`src/rtl/regfile_wb_arbiter_if.sv`:
```
// Bus bundle for the register-file write-port arbiter: WB and MDU writeback
// handshakes, MDU issue tracking, the ID hazard query and the register file write port.
interface regfile_wb_arbiter_if;
  logic        pipe_wb_valid;
  logic [4:0]  pipe_wb_rd;
  logic [31:0] pipe_wb_data;
  logic        pipe_wb_ready;

  logic        mdu_wb_valid;
  logic [4:0]  mdu_wb_rd;
  logic [31:0] mdu_wb_data;
  logic        mdu_wb_ready;

  logic        issue_valid;
  logic [4:0]  issue_rd;

  logic        id_valid;
  logic [4:0]  id_rs1;
  logic [4:0]  id_rs2;
  logic [4:0]  id_rd;
  logic        id_uses_rd;
  logic        hazard_stall;

  logic        rf_we;
  logic [4:0]  rf_waddr;
  logic [31:0] rf_wdata;
  logic [31:0] busy_mask;

  // Surrounding pipeline / MDU / register file side.
  modport master (
    output pipe_wb_valid, pipe_wb_rd, pipe_wb_data,
    input  pipe_wb_ready,
    output mdu_wb_valid, mdu_wb_rd, mdu_wb_data,
    input  mdu_wb_ready,
    output issue_valid, issue_rd,
    output id_valid, id_rs1, id_rs2, id_rd, id_uses_rd,
    input  hazard_stall,
    input  rf_we, rf_waddr, rf_wdata, busy_mask
  );

  // Arbiter side.
  modport slave (
    input  pipe_wb_valid, pipe_wb_rd, pipe_wb_data,
    output pipe_wb_ready,
    input  mdu_wb_valid, mdu_wb_rd, mdu_wb_data,
    output mdu_wb_ready,
    input  issue_valid, issue_rd,
    input  id_valid, id_rs1, id_rs2, id_rd, id_uses_rd,
    output hazard_stall,
    output rf_we, rf_waddr, rf_wdata, busy_mask
  );
endinterface

```
`src/rtl/regfile_wb_arbiter.sv`:
```
// Register file write-port arbiter: shares the single write port between the
// in-order WB stage and the MDU, tracks outstanding MDU destinations and
// stalls ID on RAW/WAW conflicts with them.
module regfile_wb_arbiter #(
  parameter int unsigned STARVE_LIMIT = 3  // legal range 1..15
) (
  input logic                  clk,
  input logic                  rst_n,
  regfile_wb_arbiter_if.slave  bus
);

  localparam logic [3:0] LIMIT = 4'(STARVE_LIMIT);

  logic [3:0]  wait_cnt_q, wait_cnt_d;
  logic [31:0] sb_q, sb_d;
  logic        starved;
  logic        pipe_gnt;
  logic        mdu_gnt;
  logic [4:0]  gnt_rd;
  logic [31:0] gnt_data;
  logic        hazard;

  // Arbitration: pipeline wins unless the MDU has waited STARVE_LIMIT cycles.
  always_comb begin
    starved  = (wait_cnt_q >= LIMIT);
    pipe_gnt = bus.pipe_wb_valid & ~(bus.mdu_wb_valid & starved);
    mdu_gnt  = bus.mdu_wb_valid & ~pipe_gnt;
    gnt_rd   = 5'd0;
    gnt_data = 32'd0;
    if (pipe_gnt) begin
      gnt_rd   = bus.pipe_wb_rd;
      gnt_data = bus.pipe_wb_data;
    end else if (mdu_gnt) begin
      gnt_rd   = bus.mdu_wb_rd;
      gnt_data = bus.mdu_wb_data;
    end
  end

  // Next state of the starvation counter and the MDU scoreboard.
  always_comb begin
    if (!bus.mdu_wb_valid || mdu_gnt) begin
      wait_cnt_d = 4'd0;
    end else if (wait_cnt_q < LIMIT) begin
      wait_cnt_d = wait_cnt_q + 4'd1;
    end else begin
      wait_cnt_d = wait_cnt_q;
    end

    sb_d = sb_q;
    // The clear is applied first so that a same-cycle set of the same bit wins.
    if (mdu_gnt) begin
      sb_d[bus.mdu_wb_rd] = 1'b0;
    end
    if (bus.issue_valid && (bus.issue_rd != 5'd0)) begin
      sb_d[bus.issue_rd] = 1'b1;
    end
    sb_d[0] = 1'b0;
  end

  // State registers with synchronous active-low reset.
  always_ff @(posedge clk) begin
    // NOTE: non-blocking assignments here so every register samples the
    // pre-edge values computed by the combinational blocks above.
    if (!rst_n) begin
      wait_cnt_q <= 4'd0;
      sb_q       <= 32'd0;
    end else begin
      wait_cnt_q <= wait_cnt_d;
      sb_q       <= sb_d;
    end
  end

  // Outputs: hazard check on the registered scoreboard, all forced low in reset.
  always_comb begin
    hazard = bus.id_valid & (sb_q[bus.id_rs1] | sb_q[bus.id_rs2] |
                             (bus.id_uses_rd & sb_q[bus.id_rd]));
    // NOTE: every output is assigned on every path, so no latch is inferred;
    // reset masks them combinationally rather than through a register.
    bus.pipe_wb_ready = rst_n & pipe_gnt;
    bus.mdu_wb_ready  = rst_n & mdu_gnt;
    bus.rf_we         = rst_n & (pipe_gnt | mdu_gnt) & (gnt_rd != 5'd0);
    bus.rf_waddr      = rst_n ? gnt_rd   : 5'd0;
    bus.rf_wdata      = rst_n ? gnt_data : 32'd0;
    bus.hazard_stall  = rst_n & hazard;
    bus.busy_mask     = rst_n ? sb_q : 32'd0;
  end

endmodule
```
`src/flat_wrapper.sv`:
```
// flat-port wrapper written by rule: the top's interface ports become plain ports
module regfile_wb_arbiter_flat 
#(
  parameter int unsigned STARVE_LIMIT = 3                      
)
  (clk, rst_n, bus_pipe_wb_valid, bus_pipe_wb_rd, bus_pipe_wb_data, bus_pipe_wb_ready, bus_mdu_wb_valid, bus_mdu_wb_rd, bus_mdu_wb_data, bus_mdu_wb_ready, bus_issue_valid, bus_issue_rd, bus_id_valid, bus_id_rs1, bus_id_rs2, bus_id_rd, bus_id_uses_rd, bus_hazard_stall, bus_rf_we, bus_rf_waddr, bus_rf_wdata, bus_busy_mask);
  regfile_wb_arbiter_if bus_i ();
  input logic clk;
  input logic rst_n;
  input wire logic [$bits(bus_i.pipe_wb_valid)-1:0] bus_pipe_wb_valid;
  input wire logic [$bits(bus_i.pipe_wb_rd)-1:0] bus_pipe_wb_rd;
  input wire logic [$bits(bus_i.pipe_wb_data)-1:0] bus_pipe_wb_data;
  output wire logic [$bits(bus_i.pipe_wb_ready)-1:0] bus_pipe_wb_ready;
  input wire logic [$bits(bus_i.mdu_wb_valid)-1:0] bus_mdu_wb_valid;
  input wire logic [$bits(bus_i.mdu_wb_rd)-1:0] bus_mdu_wb_rd;
  input wire logic [$bits(bus_i.mdu_wb_data)-1:0] bus_mdu_wb_data;
  output wire logic [$bits(bus_i.mdu_wb_ready)-1:0] bus_mdu_wb_ready;
  input wire logic [$bits(bus_i.issue_valid)-1:0] bus_issue_valid;
  input wire logic [$bits(bus_i.issue_rd)-1:0] bus_issue_rd;
  input wire logic [$bits(bus_i.id_valid)-1:0] bus_id_valid;
  input wire logic [$bits(bus_i.id_rs1)-1:0] bus_id_rs1;
  input wire logic [$bits(bus_i.id_rs2)-1:0] bus_id_rs2;
  input wire logic [$bits(bus_i.id_rd)-1:0] bus_id_rd;
  input wire logic [$bits(bus_i.id_uses_rd)-1:0] bus_id_uses_rd;
  output wire logic [$bits(bus_i.hazard_stall)-1:0] bus_hazard_stall;
  output wire logic [$bits(bus_i.rf_we)-1:0] bus_rf_we;
  output wire logic [$bits(bus_i.rf_waddr)-1:0] bus_rf_waddr;
  output wire logic [$bits(bus_i.rf_wdata)-1:0] bus_rf_wdata;
  output wire logic [$bits(bus_i.busy_mask)-1:0] bus_busy_mask;
  assign bus_i.pipe_wb_valid = bus_pipe_wb_valid;
  assign bus_i.pipe_wb_rd = bus_pipe_wb_rd;
  assign bus_i.pipe_wb_data = bus_pipe_wb_data;
  assign bus_pipe_wb_ready = bus_i.pipe_wb_ready;
  assign bus_i.mdu_wb_valid = bus_mdu_wb_valid;
  assign bus_i.mdu_wb_rd = bus_mdu_wb_rd;
  assign bus_i.mdu_wb_data = bus_mdu_wb_data;
  assign bus_mdu_wb_ready = bus_i.mdu_wb_ready;
  assign bus_i.issue_valid = bus_issue_valid;
  assign bus_i.issue_rd = bus_issue_rd;
  assign bus_i.id_valid = bus_id_valid;
  assign bus_i.id_rs1 = bus_id_rs1;
  assign bus_i.id_rs2 = bus_id_rs2;
  assign bus_i.id_rd = bus_id_rd;
  assign bus_i.id_uses_rd = bus_id_uses_rd;
  assign bus_hazard_stall = bus_i.hazard_stall;
  assign bus_rf_we = bus_i.rf_we;
  assign bus_rf_waddr = bus_i.rf_waddr;
  assign bus_rf_wdata = bus_i.rf_wdata;
  assign bus_busy_mask = bus_i.busy_mask;
  regfile_wb_arbiter #(.STARVE_LIMIT(STARVE_LIMIT)) u_core (.clk(clk), .rst_n(rst_n), .bus(bus_i));
endmodule
```
`config.mk`:
```
export PLATFORM = sky130hd
export DESIGN_NAME = regfile_wb_arbiter_flat
export DESIGN_NICKNAME = d
export VERILOG_FILES = /design/src/rtl/regfile_wb_arbiter_if.sv /design/src/rtl/regfile_wb_arbiter.sv /design/src/flat_wrapper.sv
export SDC_FILE = /design/constraint.sdc
export NUM_CORES = 1
export LEC_CHECK = 0
export CORE_MARGIN = 3
export CORE_UTILIZATION = 35
export CTS_BUF_LIST = sky130_fd_sc_hd__clkbuf_2 sky130_fd_sc_hd__clkbuf_4 sky130_fd_sc_hd__clkbuf_8
export CTS_CLUSTER_SIZE = 8
export DETAILED_ROUTE_END_ITERATION = 16
export HOLD_SLACK_MARGIN = 0.08
export PLACE_DENSITY = 0.81
export SETUP_SLACK_MARGIN = 0.2
export SLEW_MARGIN = 10
export SYNTH_ARGS = -nofsm -noshare
export SYNTH_HDL_FRONTEND = slang
export SYNTH_SLANG_ARGS = --single-unit
```
`constraint.sdc`:
```
create_clock -name clk -period 2.1 [get_ports clk]
set_clock_uncertainty 0.15 [all_clocks]
set_input_delay 0.315 -clock clk [delete_from_list [all_inputs] [get_ports clk]]
set_output_delay 0.315 -clock clk [all_outputs]
set_load 0.01 [all_outputs]
```
**Word-level counts from Yosys, hierarchy flattened**

Index checks and enable logic that the tools add are counted.
Widths: inputs -> output; s select.

- Add/subtract/negate cells: 1
- Bitwise logic cells: 19
- Reductions and logical operators: 8
- Muxes and demuxes: 19
- Magnitude comparators: 9

Operators with widths:

| cell | count |
|---|---|
| $mux 32 | 6 |
| $and 32x32->32 | 1 |
| $not 32->32 | 1 |
| $or 32x32->32 | 1 |
| $lt 5x6->1 const B | 5 |
| $bmux 1 s5 | 3 |
| $mux 5 | 3 |
| $and 1x1->1 | 10 |
| $demux 1 s5 | 2 |
| $ge 5x1->1 const B | 2 |
| $reduce_bool 5->1 | 2 |
| $mux 1 | 5 |
| $add 4x1->4 const B | 1 |
| $ge 4x2->1 const B | 1 |
| $lt 4x2->1 const B | 1 |
| $logic_and 1x1->1 | 3 |
| $not 1->1 | 3 |
| $or 1x1->1 | 3 |
| $reduce_or 2->1 | 1 |
| $logic_not 1->1 | 1 |
| $logic_or 1x1->1 | 1 |

- Register bits after elaboration: 36
- Word-level logic and storage cells: 59
- Output and inout bits: 73
- Bits of input ports: 101

**Logic depth before layout (Yosys ltp)**

- Depth in word-level cells: 10
- Depth in mapped cells: 7
- Gate-level depth less buffers: 6

**Worst setup path after synthesis**

OpenSTA, ideal clock, no wires.

- Path kind: register -> output
- Start: reg u_core.wait_cnt_q[0]
- End: out bus_rf_wdata[22]
- Stages on the path, launching flop included: 7
- Path slack: 22 ps
- Required time: 1635 ps
- Arrival time: 1613 ps
- Path buffers: 1
- Path through: dfxtp_1 > ha_1 > nor3_1 > o21a_1 > nor3_2 > clkbuf_1 > a22o_1

- Longest elaborated chain between the ends: 9

Ends and longest elaborated chain:

| what | line | text |
|---|---|---|
| start, declared | regfile_wb_arbiter.sv:14 | `logic [3:0] wait_cnt_q, wait_cnt_d;` |
| start signal, assigned | regfile_wb_arbiter.sv:68 | `wait_cnt_q <= wait_cnt_d;` |
| $ge 4x2->1 * | regfile_wb_arbiter.sv:25 | `starved = (wait_cnt_q >= LIMIT);` |
| $and 1x1->1 * | regfile_wb_arbiter.sv:26 | `pipe_gnt = bus.pipe_wb_valid & ~(bus.mdu_wb_valid & starved);` |
| $not 1->1 * | regfile_wb_arbiter.sv:26 |  |
| $and 1x1->1 * | regfile_wb_arbiter.sv:26 |  |
| $not 1->1 | regfile_wb_arbiter.sv:27 | `mdu_gnt = bus.mdu_wb_valid & ~pipe_gnt;` |
| $and 1x1->1 | regfile_wb_arbiter.sv:27 |  |
| $mux 32 | regfile_wb_arbiter.sv:33 | `end else if (mdu_gnt) begin` |
| $mux 32 * | regfile_wb_arbiter.sv:30 | `if (pipe_gnt) begin` |
| $mux 32 * | regfile_wb_arbiter.sv:83 | `bus.rf_wdata = rst_n ? gnt_data : 32'd0;` |
| end, declared | flat_wrapper.sv:28 | `output wire logic [$bits(bus_i.rf_wdata)-1:0] bus_rf_wdata;` |

Mark *: on every way between the ends. The rest lies on a longest branch, timed or not.

**Final worst setup path**

- Start: in bus_id_rs2[0]
- End: out bus_hazard_stall

- Longest elaborated chain between the ends: 6

Ends and longest elaborated chain:

| what | line | text |
|---|---|---|
| start, declared | flat_wrapper.sv:22 | `input wire logic [$bits(bus_i.id_rs2)-1:0] bus_id_rs2;` |
| $bmux 1 s5 | regfile_wb_arbiter.sv:75 | `hazard = bus.id_valid & (sb_q[bus.id_rs1] \| sb_q[bus.id_rs2] \|` |
| $mux 1 (not written as such) | regfile_wb_arbiter.sv:75 |  |
| $or 1x1->1 (2 in series) | regfile_wb_arbiter.sv:75 |  |
| $and 1x1->1 | regfile_wb_arbiter.sv:75 |  |
| $and 1x1->1 | regfile_wb_arbiter.sv:84 | `bus.hazard_stall = rst_n & hazard;` |
| end, declared | flat_wrapper.sv:25 | `output wire logic [$bits(bus_i.hazard_stall)-1:0] bus_hazard_stall;` |

Every way passes these cells. The select of a mux whose other input is x is not followed.

==> metrics.yaml <==
wl_per_cell_um: 21.2
antenna_found_initial: 0
drive_above_1_share: 0.375
synth.distinct_cells: 45
ctsLongestPathBuffers: 2
critPathMaxStageDelay_ns: 0.47
leakagePower_uw: 0.00239
insertedDiodeCount: 0
grt_pass1_wl_mm: 20.4
drt_iter0_markers: 432
min_period_ns: 2.35
dp_hpwl_mm: 9.98
route.detailed.drc: 0
min_path_type: "register to register"
hold_viol_final: 0
cp_slowest_cell: "mux4_2"
yosys-top-cells-area: "dfxtp_1 (25%), mux4_2 (13%), o21ai_1 (11%)"
syn2layout_area_growth_pct: 100
place.gp.congestion: 0.977
nets: 652
cp_data_arrival_time_ns: 1.89
powerDensity_nw_per_um2: 343
synth_top_area_share: 0.252
multi_input_area_um2: 2240
fin_util: 0.745
synth.cell_area_um2: 2790
post-synth-top-area-cell: "dfxtp_1"
core_area_um2: 7490
drt-total-wl_mm: 13.8
crit_required_ns: 1.63
final_cells: 648
cts_tree: "built"
critical-path-top-delay-family: "buffers and inverters"
grt_pass1_vias: 3918
dieArea_um2: 9060
yosysWarnings: 0
ios: 174
ir_drop_uv: 220
end_kind: "primary output"
n_fill_cell: 510
synthFlopType: "dfxtp_1"
track_usage: 0.291
rsz0062_at_grt: "yes"
start_kind: "input pin"
path_cells: "clkdlybuf4s15_2 -> buf_12 -> buf_4 -> mux2i_1 -> mux4_2 -> nand2b_1 -> a311oi_2 -> a31oi_2 -> buf_2"
violations: "setup timing"
critical_path_buf_inv_count: 4
synth.avg_cell_area_um2: 8.81
worstSetupPathType: "input pin to primary output"
run_status: "finished with violations"
setup_viol: 40
ys_ff_latch: 35
max_freq_ghz: 0.425
final_antenna_net_count: 0
io_buffers: 172
clk-insertion-delay-late_ns: 0.28
numCtsBuffers: 5
start_util: 0.372
synth_most_common_cell: "o21ai_1"
cap_violations: 0
seq_area_um2: 708
h-tree-depth: 2
place_inst: 625
critPathMaxFanout: 8
slew_viol_final: 0
routed_via_density: 5.93
grt_max_degree: 19
die_w_um: 95.2
syn_inst: 316
rows: 31
die_h_um: 95.2
gr-total-overflow: 0
first_pass_iters: 6
num_vias: 3842
async_flop_share: 0
cts_num_sinks: 35
synthTopCellsByCount: "o21ai_1 (62), dfxtp_1 (35), a22o_1 (32), and2_1 (31), mux2i_1 (23)"
setup_slack_ns: -0.252
clock-root-buffer: "clkbuf_8"
synth-edff-count: 0
ys_seq_area_frac: 0.252
postCtsHoldBufs: 0
clk_pin_slew_worst_paths_ns: 0.06
fin_crit_sh: 1.12
[metrics by stage]
step | TNS [ns] | setup WS, ns | instance area [um2] | total power, uW | hold WS [ns]
6_report | -6.91 | -0.252 | 5580 | 1910 | 0.281
5_1_grt | -9.17 | -0.325 | 5580 | 1970 | 0.300
4_1_cts | -8.34 | -0.282 | 5340 | 1860 | 0.281
3_5_place_dp | -29.72 | -0.958 | 5050 | 1370 | 0.270
3_3_place_gp | -29.84 | -0.904 | 5050 | 1360 | 0.257
2_1_floorplan | 0 | 0.124 | 2860 | 941 | 0.249
[cell usage in the layout, fill, tap and decap left out, types with 3 or more instances in the layout]
master and instances:
a21oi_2 4, nand2b_1 3, mux4_2 16, nand2_1 9
clkdlybuf4s50_1 90, a22o_1 32, o21ai_1 38, nand3_1 10
nor3b_1 4, clkbuf_16 3, dfxtp_1 29, buf_6 29
nand4_1 4, nand4b_1 4, mux2i_1 23, nor2_1 4
clkbuf_8 5, buf_4 45, buf_2 27, nand3b_1 7
nor2b_1 3, buf_12 7, or3b_2 3, conb_1 3
o21ai_2 24, dfxtp_2 6, dlygate4sd2_1 35, and2_1 31
[what timing repair did]
action,in CTS,in global routing
endpoints found under the hold margin,0,0
endpoints found under the setup margin,79,71
pin swaps,43,42
gates cloned,5,2
gates resized for setup,280,48
buffers inserted,9,1
[cell type report]
| cell class | instances | area share |
|---|---|---|
| Multi-Input combinational cell | 259 | 0.402 |
| Sequential cell | 35 | 0.127 |
| Tap cell | 99 | 0.0222 |
| Inverter | 3 | 0.00202 |
| Timing Repair Buffer | 246 | 0.433 |
| Clock buffer | 6 | 0.0137 |
[power breakdown]
group          total, uW  internal, uW  switching (uW)
clock network        456           234             223
registers            685           674            11.2
logic                771           447             324
[sequential cells by signal, summed over array words and instances, names as in the netlist]
| name | cells |
|---|---|
| u_core.sb_q | 31 |
| u_core.wait_cnt_q | 4 |
[cells by family (layout without fill, tap and decap cells)]
kind of cell | Yosys count | after routing | synth area share
flip-flops | 35 | 35 | 0.252
AO/OA/AOI/OAI | 115 | 115 | 0.262
adder cells (fa/ha/maj) | 1 | 1 | 0.00449
AND/OR/NAND/NOR | 100 | 100 | 0.216
buffers and inverters | 24 | 255 | 0.0485
other | 1 | 3 | 0.00135
multiplexers | 40 | 40 | 0.216
[per-layer routing]
metal / up-vias / track usage / wire length [um]
li1: 1694 / - / -
met1: 1805 / 0.307 / 4620
met2: 284 / 0.544 / 7230
met3: 59 / 0.0497 / 1130
met4: 0 / 0.153 / 776
met5: - / 0 / 0
[worst paths after layout]
kind / cells after the start / startpoint / end / slack, ns
setup / recovery: 9 / bus_id_rs2[0] / bus_hazard_stall / -0.25
hold / removal: 1 / u_core.wait_cnt_q[0] / u_core.wait_cnt_q[0] / 0.28
setup reg to reg: 9 / u_core.wait_cnt_q[0] / u_core.sb_q[16] / 0.02
hold reg to reg: 1 / u_core.wait_cnt_q[0] / u_core.wait_cnt_q[0] / 0.28
No activity file was read; power rests on OpenSTA's default activity.
